$ cat config.mk
export PLATFORM = sky130hd
export DESIGN_NAME = univ_shift_reg_flat
export DESIGN_NICKNAME = d
export VERILOG_FILES = /design/src/rtl/univ_shift_reg_pkg.sv /design/src/rtl/univ_shift_reg_if.sv /design/src/rtl/univ_shift_reg_shift_step.sv /design/src/rtl/univ_shift_reg.sv /design/src/flat_wrapper.sv
export SDC_FILE = /design/constraint.sdc
export NUM_CORES = 1
export LEC_CHECK = 0
export ABC_AREA = 0
export CORE_MARGIN = 3
export CORE_UTILIZATION = 45
export CTS_BUF_LIST = sky130_fd_sc_hd__clkbuf_2 sky130_fd_sc_hd__clkbuf_4 sky130_fd_sc_hd__clkbuf_8
export DETAILED_ROUTE_END_ITERATION = 12
export PLACE_DENSITY = 0.74
export SKIP_CTS_REPAIR_TIMING = 1
export SYNTH_ARGS = -nofsm -noshare
export SYNTH_HDL_FRONTEND = slang
export SYNTH_SLANG_ARGS = --single-unit
$ cat constraint.sdc
create_clock -name clk -period 2.4 [get_ports clk]
set_input_delay 0.48 -clock clk [delete_from_list [all_inputs] [get_ports clk]]
set_output_delay 0.48 -clock clk [all_outputs]
set_load 0.02 [all_outputs]
$ cat src/rtl/univ_shift_reg_pkg.sv
// Shared encodings for the universal shift register: op modes, burst FSM states, mode classification.
// Pure declarations; no timing or flow-control behaviour of its own.
package univ_shift_reg_pkg;

   localparam logic [2:0] MODE_HOLD = 3'd0;
   localparam logic [2:0] MODE_SHL  = 3'd1;
   localparam logic [2:0] MODE_SHR  = 3'd2;
   localparam logic [2:0] MODE_ASR  = 3'd3;
   localparam logic [2:0] MODE_ROL  = 3'd4;
   localparam logic [2:0] MODE_ROR  = 3'd5;
   localparam logic [2:0] MODE_LOAD = 3'd6;
   localparam logic [2:0] MODE_RSVD = 3'd7;

   typedef enum logic [1:0] {
      ST_IDLE = 2'd0,
      ST_BUSY = 2'd1,
      ST_DONE = 2'd2
   } state_t;

   // Only the shift/rotate modes make sense repeated, so only they may start a burst.
   function automatic logic is_burst_mode(input logic [2:0] m);
      return (m >= MODE_SHL) && (m <= MODE_ROR);
   endfunction

endpackage

$ cat src/rtl/univ_shift_reg_if.sv
// Control/data bundle of univ_shift_reg; the master drives ops, the slave returns contents and status.
// No latency of its own; burst status (busy/done) stands in for a ready signal.
interface univ_shift_reg_if #(
   parameter int WIDTH = 8,
   parameter int AMT_W = 4
);
   logic             en;
   logic             clr;
   logic [2:0]       mode;
   logic [WIDTH-1:0] d;
   logic             sin_l;
   logic             sin_r;
   logic             start;
   logic [AMT_W-1:0] amount;
   logic [WIDTH-1:0] q;
   logic             sout_l;
   logic             sout_r;
   logic             busy;
   logic             done;

   modport master (
      output en, clr, mode, d, sin_l, sin_r, start, amount,
      input  q, sout_l, sout_r, busy, done
   );

   modport slave (
      input  en, clr, mode, d, sin_l, sin_r, start, amount,
      output q, sout_l, sout_r, busy, done
   );
endinterface

$ cat src/rtl/univ_shift_reg_shift_step.sv
// One step of the universal register: next word from current word, mode and serial inputs.
// Purely combinational; no flow control.
module shift_step
   import univ_shift_reg_pkg::*;
#(
   parameter int WIDTH = 8
) (
   input  logic [WIDTH-1:0] q,
   input  logic [2:0]       mode,
   input  logic             sin_l,
   input  logic             sin_r,
   input  logic [WIDTH-1:0] d,
   output logic [WIDTH-1:0] nxt
);

   always_comb begin
      nxt = q;
      case (mode)
         MODE_SHL:             nxt = {q[WIDTH-2:0], sin_r};
         MODE_SHR:             nxt = {sin_l, q[WIDTH-1:1]};
         MODE_ASR:             nxt = {q[WIDTH-1], q[WIDTH-1:1]};
         MODE_ROL:             nxt = {q[WIDTH-2:0], q[WIDTH-1]};
         MODE_ROR:             nxt = {q[0], q[WIDTH-1:1]};
         MODE_LOAD:            nxt = d;
         MODE_HOLD, MODE_RSVD: nxt = q;
         default:              nxt = q;
      endcase
   end

endmodule

$ cat src/rtl/univ_shift_reg.sv
// Universal shift register with single-step ops and counted bursts (busy/done handshake).
// Result 1 cycle after the edge; en=0 stalls direct ops and burst steps, clr/start are not gated.
module univ_shift_reg
   import univ_shift_reg_pkg::*;
#(
   parameter int WIDTH = 8,
   parameter int AMT_W = 4
) (
   input  logic             clk,
   input  logic             reset,
   univ_shift_reg_if.slave  bus
);

   state_t           state, state_nxt;
   logic [AMT_W-1:0] cnt, cnt_nxt;
   logic [2:0]       bmode, bmode_nxt;
   logic [WIDTH-1:0] q_r, q_nxt;
   logic [WIDTH-1:0] step_q;
   logic [2:0]       step_mode;

   // While bursting, the latched mode drives the step; live mode is ignored.
   assign step_mode = (state == ST_BUSY) ? bmode : bus.mode;

   shift_step #(.WIDTH(WIDTH)) u_step (
      .q     (q_r),
      .mode  (step_mode),
      .sin_l (bus.sin_l),
      .sin_r (bus.sin_r),
      .d     (bus.d),
      .nxt   (step_q)
   );

   always_ff @(posedge clk or negedge reset) begin
      if (!reset) begin
         state <= ST_IDLE;
         cnt   <= '0;
         bmode <= MODE_HOLD;
         q_r   <= '0;
      end else begin
         state <= state_nxt;
         cnt   <= cnt_nxt;
         bmode <= bmode_nxt;
         q_r   <= q_nxt;
      end
   end

   always_comb begin
      state_nxt = state;
      cnt_nxt   = cnt;
      bmode_nxt = bmode;
      q_nxt     = q_r;
      if (bus.clr) begin
         state_nxt = ST_IDLE;
         cnt_nxt   = '0;
         q_nxt     = '0;
      end else if (state == ST_BUSY) begin
         if (bus.en) begin
            q_nxt   = step_q;
            cnt_nxt = cnt - AMT_W'(1);
            if (cnt == AMT_W'(1))
               state_nxt = ST_DONE;
         end
      end else begin
         // DONE lasts one cycle, then behaves exactly like IDLE.
         state_nxt = ST_IDLE;
         if (bus.start && is_burst_mode(bus.mode)) begin
            bmode_nxt = bus.mode;
            cnt_nxt   = bus.amount;
            state_nxt = (bus.amount == '0) ? ST_DONE : ST_BUSY;
         end else if (bus.en) begin
            q_nxt = step_q;
         end
      end
   end

   assign bus.q      = q_r;
   assign bus.sout_l = q_r[WIDTH-1];
   assign bus.sout_r = q_r[0];
   assign bus.busy   = (state == ST_BUSY);
   assign bus.done   = (state == ST_DONE);

endmodule

$ cat src/flat_wrapper.sv
// flat-port wrapper written by rule: the top's interface ports become plain ports
module univ_shift_reg_flat import univ_shift_reg_pkg::*;
#(
   parameter int WIDTH = 8,
   parameter int AMT_W = 4
)
  (clk, reset, bus_en, bus_clr, bus_mode, bus_d, bus_sin_l, bus_sin_r, bus_start, bus_amount, bus_q, bus_sout_l, bus_sout_r, bus_busy, bus_done);
  univ_shift_reg_if #(.WIDTH(WIDTH), .AMT_W(AMT_W)) bus_i ();
  input  logic clk;
  input  logic reset;
  input wire logic [$bits(bus_i.en)-1:0] bus_en;
  input wire logic [$bits(bus_i.clr)-1:0] bus_clr;
  input wire logic [$bits(bus_i.mode)-1:0] bus_mode;
  input wire logic [$bits(bus_i.d)-1:0] bus_d;
  input wire logic [$bits(bus_i.sin_l)-1:0] bus_sin_l;
  input wire logic [$bits(bus_i.sin_r)-1:0] bus_sin_r;
  input wire logic [$bits(bus_i.start)-1:0] bus_start;
  input wire logic [$bits(bus_i.amount)-1:0] bus_amount;
  output wire logic [$bits(bus_i.q)-1:0] bus_q;
  output wire logic [$bits(bus_i.sout_l)-1:0] bus_sout_l;
  output wire logic [$bits(bus_i.sout_r)-1:0] bus_sout_r;
  output wire logic [$bits(bus_i.busy)-1:0] bus_busy;
  output wire logic [$bits(bus_i.done)-1:0] bus_done;
  assign bus_i.en = bus_en;
  assign bus_i.clr = bus_clr;
  assign bus_i.mode = bus_mode;
  assign bus_i.d = bus_d;
  assign bus_i.sin_l = bus_sin_l;
  assign bus_i.sin_r = bus_sin_r;
  assign bus_i.start = bus_start;
  assign bus_i.amount = bus_amount;
  assign bus_q = bus_i.q;
  assign bus_sout_l = bus_i.sout_l;
  assign bus_sout_r = bus_i.sout_r;
  assign bus_busy = bus_i.busy;
  assign bus_done = bus_i.done;
  univ_shift_reg #(.WIDTH(WIDTH), .AMT_W(AMT_W)) u_core (.clk(clk), .reset(reset), .bus(bus_i));
endmodule
# Word-level counts from Yosys, hierarchy flattened
# Index checks and enable logic that the tools add are counted.
word_totals:
  latchBits: 0
  regBits: 17
  output_inout_bits: 12
  ram_bits: 0
  romBits: 0
  input_bits: 22
  wordCells: 47
  mem_count: 0
op_classes:
  shift: 0
  order_cmp: 2
  mul: 0
  n_eq_ne: 13
  reduce_logical: 9
  bitwise_logic: 2
  mux: 16
  n_div: 0
  addsub: 1
op_table:
  columns: ["cell", "count"]
  rows:
  - ["$pmux 8 s7", 1]
  - ["$mux 8", 4]
  - ["$mux 4", 4]
  - ["$eq 3x3->1 const B", 4]
  - ["$mux 2", 6]
  - ["$eq 3x2->1 const B", 2]
  - ["$ne 3x3->1 const B", 2]
  - ["$eq 4x1->1 const B", 1]
  - ["$logic_not 4->1", 1]
  - ["$reduce_and 2->1", 2]
  - ["$sub 4x1->4 const B", 1]
  - ["$eq 3x1->1 const B", 1]
  - ["$ge 3x1->1 const B", 1]
  - ["$le 3x3->1 const B", 1]
  - ["$logic_not 3->1", 1]
  - ["$mux 3", 1]
  - ["$ne 3x2->1 const B", 1]
  - ["$reduce_and 3->1", 1]
  - ["$reduce_bool 3->1", 1]
  - ["$eq 2x1->1 const B", 1]
  - ["$eq 2x2->1 const B", 1]
  - ["$logic_and 1x1->1", 2]
  - ["$not 1->1", 2]
  - ["$reduce_or 2->1", 1]

# Logic depth before layout (Yosys ltp)
# Gate-level depths: netlist of the first run.
depth:
  ltp_word: 9
  depth_mapped: 8
  ltp_nobuf: 6

# Cells and area by module
# From an unflattened synthesis of the first run, not the netlist that was laid out.
hier_totals:
  hier_cells: 162
  area_unflattened_um2: 1462.7
by_module_without_submodules:
  columns: ["module", "cells_per_inst", "seq_area_each_um2", "n_inst", "area_per_inst_um2"]
  rows:
  - ["univ_shift_reg", 87, 425.4, 1, 888.4]
  - ["shift_step", 75, 0.0, 1, 574.3]

# Worst setup path before layout of the first run
# Ideal clock, no wire load.
synth_path:
  path_type: "reg2reg"
  startpoint: "register u_core.state[1]"
  endpoint: "register u_core.q_r[0], in the netlist u_core.bus.q[0]"
  period_less_slack_ps: 1807
  t_required_ps: 2267
  setup_slack_ps: 593
  arrival_ps: 1674
  setup_time_ps: 133
  path_stages_with_launch: 8
  path_buffers: 1
  path_cell_list: "dfrtp_1 -> nand2b_4 -> inv_2 -> buf_12 -> mux2_4 -> mux2_4 -> o32ai_2 -> o22ai_2"
synth_via:
  elab_chain_len: 9
  elab_cells_between_ends: 17
  cone_classes: "eq/ne: 9; mux: 6; reduce/logical: 2"
synth_rtl:
  columns: ["item", "line", "text"]
  rows:
  - ["from (decl)", "univ_shift_reg.sv:14", "state_t state, state_nxt;"]
  - ["from (signal assigned)", "univ_shift_reg.sv:40", "state <= state_nxt;"]
  - ["$eq 2x1->1 *", null, null]
  - ["named net bus_busy", "flat_wrapper.sv:22", "output wire logic [$bits(bus_i.busy)-1:0] bus_busy;"]
  - ["$mux 3", "univ_shift_reg.sv:22", "assign step_mode = (state == ST_BUSY) ? bmode : bus.mode;"]
  - ["$eq 3x3->1 or $logic_not 3->1 (tied branches)", "univ_shift_reg_shift_step.sv:18", "case (mode)"]
  - ["$reduce_or 2->1", "univ_shift_reg_shift_step.sv:18", null]
  - ["$pmux 8 s7", "univ_shift_reg_shift_step.sv:18", null]
  - ["$mux 8", "univ_shift_reg.sv:57, univ_shift_reg.sv:70", null]
  - ["$mux 8", "univ_shift_reg.sv:66", "if (bus.start && is_burst_mode(bus.mode)) begin"]
  - ["$mux 8", "univ_shift_reg.sv:56", "end else if (state == ST_BUSY) begin"]
  - ["$mux 8", "univ_shift_reg.sv:52", "if (bus.clr) begin"]
  - ["to (signal assigned)", "univ_shift_reg.sv:43", "q_r <= q_nxt;"]
  - ["to (decl)", "univ_shift_reg.sv:17", "logic [WIDTH-1:0] q_r, q_nxt;"]
# The timed path passes the listed nets; every way through them passes the cells marked *. The select of a mux whose other input is x is not followed.
# A chain may end at the register's enable or synchronous reset.

# Worst setup path in the final report of the first run
layout_path:
  startpoint: "register u_core.state[1]"
  endpoint: "output bus_busy"
layout_via:
  elab_chain_len: 1
layout_rtl:
  columns: ["item", "line", "text"]
  rows:
  - ["$eq 2x1->1", "univ_shift_reg.sv:79", "assign bus.busy = (state == ST_BUSY);"]
  - ["to (decl)", "flat_wrapper.sv:22", null]
# Every way passes these cells.

==> impl_metrics.py, run 1 <==
metrics = {
    "floorplanning": {
        "num_rows": 19,
        "start_util_pct": 47.8,
        "dieArea_um2": 3640,
        "core_area_um2": 2780,
        "die_h_um": 60.4,
        "ios": 34,
        "die_x_um": 60.4,
    },
    "cells_and_area": {
        "drive_gt1_share_pct": 17.2,
        "areaGrowthSynthToFinish_pct": 29.4,
        "utilization_pct": 61.9,
        "nNetsFinal": 199,
        "fin_area_um2": 1720,
        "antenna_cells": 0,
        "nFillCells": 240,
    },
    "cts": {
        "clk_latency_ns": 0.30,
        "cts_inserted_buffers": 3,
        "cts_tree": "done",
        "clkTransAtPathRegs_ns": 0.11,
        "clock_tree.root_cell": "clkbuf_4",
        "cts_sinks": 17,
        "h-tree-depth": 1,
        "cts.path.max_buffers": 2,
    },
    "global_route": {
        "grt_max_degree": 18,
        "overflow": 0,
        "grt_pass1_vias": 1259,
        "antenna_found_initial": 0,
        "grt_pass1_wl_mm": 5.68,
        "track_usage_pct": 20.5,
    },
    "synth": {
        "ys_seq_elements": 17,
        "yosysWarnings": 0,
        "syn-instance-count": 137,
        "syn-cell-area_um2": 1330,
        "syn_nets": 161,
        "ys.flop_type": "dfrtp_1",
        "yosysTopAreaCellShare_pct": 32.0,
        "synth_area_leaders": "dfrtp_1 32%, mux2i_4 5.1%, mux2_4 4.5%",
        "yosysSeqAreaShare_pct": 32.0,
        "synth_cell_types": 48,
        "synth_area_leader_cell": "dfrtp_1",
        "postSynth.asyncResetShare_pct": 100,
        "synth_edf_count": 0,
        "avgSynthCellArea_um2": 9.71,
    },
    "worst_setup_path": {
        "crit_slowest_cell": "clkdlybuf4s50_1",
        "end_kind": "output port",
        "critPathTopFamily": "buffers and inverters",
        "worst-path-buf-inv": 2,
        "cp-start-kind": "flop",
        "max_stage_delay_ns": 0.67,
        "crit_chain": "nand2b_4, clkinv_2, clkdlybuf4s50_1",
        "worstPathMaxFanout": 14,
        "crit_arrival_ns": 1.82,
        "cp.required_ns": 1.92,
        "worstSetupPathType": "flop to output port",
    },
    "drt": {
        "avgRoutedWirePerCell_um": 16.6,
        "num_vias": 1231,
        "drcViolationCount": 0,
        "vias_per_cell": 6.00,
        "drt_pass1_iterations": 4,
        "routed_wl_mm": 3.40,
        "final_antenna_net_count": 0,
        "drt_iter0_drc": 62,
    },
    "timing": {
        "post-route-min-period_ns": 2.30,
        "rsz0062_at_grt": "no",
        "hold_violations": 0,
        "fin_skew_ns": 0.00502,
        "fin_tns_setup_ns": 0,
        "hold_slack_ns": 0.495,
        "relSlewSlack_pct": 69.7,
        "tightest_slew_ns": 0.450,
        "fmax_ghz": 0.435,
        "setup_viol": 0,
        "drv_slew": 0,
        "final.period_utilization_pct": 95.8,
    },
    "place": {
        "place_area_um2": 1690,
        "dpl.hpwl_mm": 2.57,
        "place_congestion": 0.831,
        "portBuffers": 33,
    },
    "pwr": {
        "peakVddDrop_v": 0.000325,
        "power_density_nw_per_um2": 551,
        "p_leak_nw": 0.698,
    },
    "job": {
        "drv_cap": 0,
    },
    "outcome": {
        "outcome": "completed",
    },
    "hold_path": {
        "hold_path_class": "input pin to async pin",
    },
}
-- sequential cells by signal, summed over array words and instances, names as in the netlist --
signal and count:
u_core.cnt 4, u_core.bmode 3, u_core.state 2, u_core.bus.q 8
-- cell families after synthesis --
family                     after synthesis  share of synthesized area [%]
DFF                                     17                           32.0
and+or+nand+nor                         36                           13.9
buffers and inverters                   18                           7.53
adders and majority gates                2                           1.88
AOI/OAI and AO/OA                       49                           28.7
muxes                                   15                           16.0
-- layer usage --
| layer | share of wire, % | GRT usage, % | wire, um |
|---|---|---|---|
| met1 | 46 | 26.8 | 1570 |
| met2 | 49 | 35.2 | 1650 |
| met3 | 4.2 | 2.55 | 144 |
| met4 | 0.82 | 6.33 | 28 |
| met5 | 0 | 0 | 0 |
-- worst register-to-register path: stages, from the launching register on --
cell and delay (ns):
dfrtp_1 0.42, nand2b_4 0.17, clkinv_2 0.29, mux2_4 0.44
mux2_4 0.30, a21o_1 0.25, o32ai_1 0.16
-- synth_stat cells (2+ instances only) --
library cell / instances
a211o_1: 2
o21ai_1: 4
clkbuf_1: 2
nor2_1: 14
a2bb2oi_1: 6
dfrtp_1: 17
mux2i_4: 3
o32ai_2: 2
nand2_1: 6
mux2i_1: 4
a21oi_1: 7
o31ai_1: 3
o32ai_1: 4
o21ai_0: 8
a22oi_1: 2
mux2_2: 4
inv_1: 10
nor3_1: 3
a21o_1: 2
mux2_4: 4
ha_1: 2
buf_4: 2
-- power by group --
part / switching, W / internal [W]
Sequential: 0.0000477 / 0.000324
Clock: 0.000103 / 0.0000621
Combinational: 0.000208 / 0.000203
-- stage by stage --
stage / power [W] / worst slack, ns / instances
final: 0.000948 / 0.101 / 205
after global placement: 0.000776 / 0.0828 / 201
after detailed placement: 0.000785 / 0.0389 / 201
after CTS: 0.000947 / 0.0248 / 205
after floorplan: 0.000649 / 0.593 / 137
after global routing: 0.00101 / 0.0265 / 205
-- layout by cell type (no fill, tap or decap), types with 2 or more instances in the layout --
cell type and n:
a2bb2oi_1 6, a22oi_1 2, mux2i_4 3, clkinv_2 2
o21ai_0 8, buf_4 7, dfrtp_1 17, nor3_1 3
a211o_1 2, a21oi_1 7, mux2_2 4, a21o_1 2
ha_1 2, o31ai_1 3, o32ai_1 4, mux2_4 4
inv_1 10, clkbuf_4 3, nor2_1 14, o32ai_2 2
clkdlybuf4s50_1 33, nand2_1 6, o21ai_1 4, mux2i_1 4
-- worst paths after layout --
check / startpoint / end / slack [ns] / cells past startpoint
setup / recovery: u_core.state[1] / bus_busy / 0.10 / 3
hold / removal: reset / u_core.cnt[0] / 0.49 / 2
setup reg to reg: u_core.state[0] / u_core.bus.q[2] / 0.29 / 6
hold reg to reg: u_core.cnt[3] / u_core.cnt[3] / 0.55 / 2
max in group asynchronous: reset / u_core.cnt[3] / 1.71 / 2
min in group clk: u_core.cnt[3] / u_core.cnt[3] / 0.55 / 2
-- final cells by class --
| type | count | area (um^2) | area share [%] |
|---|---|---|---|
| multi-input cells | 102 | 805 | 46.7 |
| flip-flops and latches | 17 | 425 | 24.7 |
| repair buffers | 40 | 383 | 22.2 |
| inverters | 11 | 42.5 | 2.47 |
| well taps | 31 | 38.8 | 2.25 |
| clock buffers | 3 | 22.5 | 1.31 |
| clock inverters | 1 | 5.00 | 0.291 |
Power figures use the tool's default switching activity.
==> inputs of run 2 (changes only) <==
--- a/config.mk
+++ b/config.mk
@@ -6,7 +6,7 @@
 export NUM_CORES = 1
 export LEC_CHECK = 0
 export ABC_AREA = 0
-export CORE_MARGIN = 3
+export CORE_MARGIN = 2
 export CORE_UTILIZATION = 45
 export CTS_BUF_LIST = sky130_fd_sc_hd__clkbuf_2 sky130_fd_sc_hd__clkbuf_4 sky130_fd_sc_hd__clkbuf_8
 export DETAILED_ROUTE_END_ITERATION = 12
==> impl_metrics.py, run 2 (synthesized netlist as in run 1, its figures left out) <==
metrics = {
    "outcome": {
        "outcome": "completed",
    },
    "global_route": {
        "grt_max_degree": 18,
        "overflow": 0,
        "grt_pass1_wl_mm": 5.78,
        "track_usage_pct": 21.9,
        "grt_pass1_vias": 1250,
        "antenna_found_initial": 0,
    },
    "pwr": {
        "power.switching_w": 0.000352,
        "switching_share_pct": 37.3,
        "internal_power_w": 0.000591,
        "p_leak_nw": 0.703,
        "pwr-share-seq_pct": 39.6,
        "clockPowerShare_pct": 16.9,
        "peakVddDrop_v": 0.000452,
        "p_comb_share_pct": 43.5,
        "total_power_w": 0.000943,
        "power_density_nw_per_um2": 545,
    },
    "worst_setup_path": {
        "worstPathMaxFanout": 14,
        "worst-path-buf-inv": 2,
        "cp.required_ns": 1.92,
        "max_stage_delay_ns": 0.65,
        "crit_slowest_cell": "clkdlybuf4s50_1",
        "end_kind": "output port",
        "crit_chain": "nand2b_4, inv_4, clkdlybuf4s50_1",
        "critPathTopFamily": "buffers and inverters",
        "r2r_setup_slack_ns": 0.37,
        "cp-start-kind": "flop",
        "worstSetupPathType": "flop to output port",
        "crit_arrival_ns": 1.75,
    },
    "cells_and_area": {
        "largest_reg_flops": 8,
        "drive_gt1_share_pct": 17.7,
        "mostFrequentLayoutCell": "clkdlybuf4s50_1",
        "mostFrequentLayoutCells": "33 x clkdlybuf4s50_1, 17 x dfrtp_1, 14 x nor2_1",
        "utilization_pct": 62.2,
        "antenna_cells": 0,
        "fin_area_um2": 1730,
        "areaGrowthSynthToFinish_pct": 30.1,
        "nNetsFinal": 200,
    },
    "cts": {
        "h-tree-depth": 1,
        "cts.path.max_buffers": 2,
        "clk_latency_ns": 0.29,
        "clkTransAtPathRegs_ns": 0.12,
        "cts_inserted_buffers": 3,
        "clock_tree.root_cell": "clkbuf_4",
        "cts_sinks": 17,
        "cts_tree": "done",
    },
    "timing": {
        "final.period_utilization_pct": 93.1,
        "tightest_slew_ns": 0.400,
        "post-route-min-period_ns": 2.23,
        "rsz0062_at_grt": "no",
        "drv_slew": 0,
        "fin_skew_ns": 0.0134,
        "fmax_ghz": 0.448,
        "setup_viol": 0,
        "relSlewSlack_pct": 73.0,
        "hold_violations": 0,
    },
    "floorplanning": {
        "die_h_um": 58.4,
        "die_x_um": 58.4,
        "start_util_pct": 47.8,
        "num_rows": 19,
        "dieArea_um2": 3410,
        "ios": 34,
        "core_area_um2": 2780,
    },
    "drt": {
        "vias_per_cell": 5.90,
        "final_antenna_net_count": 0,
        "drt_pass1_iterations": 4,
        "drcViolationCount": 0,
        "routed_wl_mm": 3.28,
        "avgRoutedWirePerCell_um": 15.9,
        "drt_iter0_drc": 63,
        "num_vias": 1215,
    },
    "hold_path": {
        "hold_path_class": "input pin to async pin",
    },
    "place": {
        "place_congestion": 0.882,
        "place_area_um2": 1700,
        "portBuffers": 33,
        "dpl.hpwl_mm": 2.50,
    },
    "job": {
        "drv_cap": 0,
    },
}
==> run 2: cell count changes in the layout (fill, tap and decap cells not counted), sizes merged <==
| cell | previous run | this run |
|---|---|---|
| clkinv | 2 | 1 |
| buf | 7 | 8 |
| inv | 10 | 11 |
==> run 2: through the flow <==
| stage | cells | hold WS (ns) | TNS (ns) | setup slack (ns) |
|---|---|---|---|---|
| 3_5_place_dp | 202 | 0.519 | -0.0257 | -0.0256 |
| 5_1_grt | 206 | 0.538 | 0 | 0.0745 |
| 3_3_place_gp | 202 | 0.504 | 0 | 0.0812 |
| 4_1_cts | 206 | 0.513 | 0 | 0.0152 |
| 2_1_floorplan | 137 | 0.184 | 0 | 0.593 |
| 6_report | 206 | 0.505 | 0 | 0.166 |
==> run 2: power by group through the flow <==
stage	Clock, W	Combinational (W)	Sequential (W)
4_1_cts	0.000165	0.000412	0.000373
6_report	0.000159	0.000410	0.000374
2_1_floorplan	0	0.000267	0.000382
3_3_place_gp	0	0.000403	0.000375
3_5_place_dp	0	0.000410	0.000379
5_1_grt	0.000174	0.000451	0.000381
==> run 2: layer usage <==
layer | GRT usage [%] | share of wire, % | wire, um
met5 | 0 | 0 | 0
met4 | 4.98 | 0.49 | 16
met3 | 2.20 | 4.6 | 151
met2 | 38.5 | 50 | 1630
met1 | 29.0 | 45 | 1470
==> run 2: area by class of cell <==
class / instances / area, um^2
Clock inverter: 1 / 5.00
Timing Repair Buffer: 41 / 390
Sequential cell: 17 / 425
Fill cell: 260 / 1050
Multi-Input combinational cell: 102 / 805
Inverter: 11 / 43.8
Tap cell: 31 / 38.8
Clock buffer: 3 / 22.5
==> run 2: path summary, 6_finish.rpt <==
path,startpoint,to,cells after the start
min in group clk,u_core.cnt[1],u_core.cnt[1],2
max reg2reg,u_core.state[1],u_core.bus.q[1],6
min,reset,u_core.cnt[0],2
max in group asynchronous,reset,u_core.bus.q[7],2
min reg2reg,u_core.cnt[1],u_core.cnt[1],2
max,u_core.state[1],bus_busy,3
==> inputs of run 3 (changes only) <==
--- a/config.mk
+++ b/config.mk
@@ -12,6 +12,7 @@
 export DETAILED_ROUTE_END_ITERATION = 12
 export PLACE_DENSITY = 0.74
 export SKIP_CTS_REPAIR_TIMING = 1
+export SLEW_MARGIN = 0
 export SYNTH_ARGS = -nofsm -noshare
 export SYNTH_HDL_FRONTEND = slang
 export SYNTH_SLANG_ARGS = --single-unit
==> results of run 3 <==
No change in the layout: final DEF, timing and power equal those of run 2.
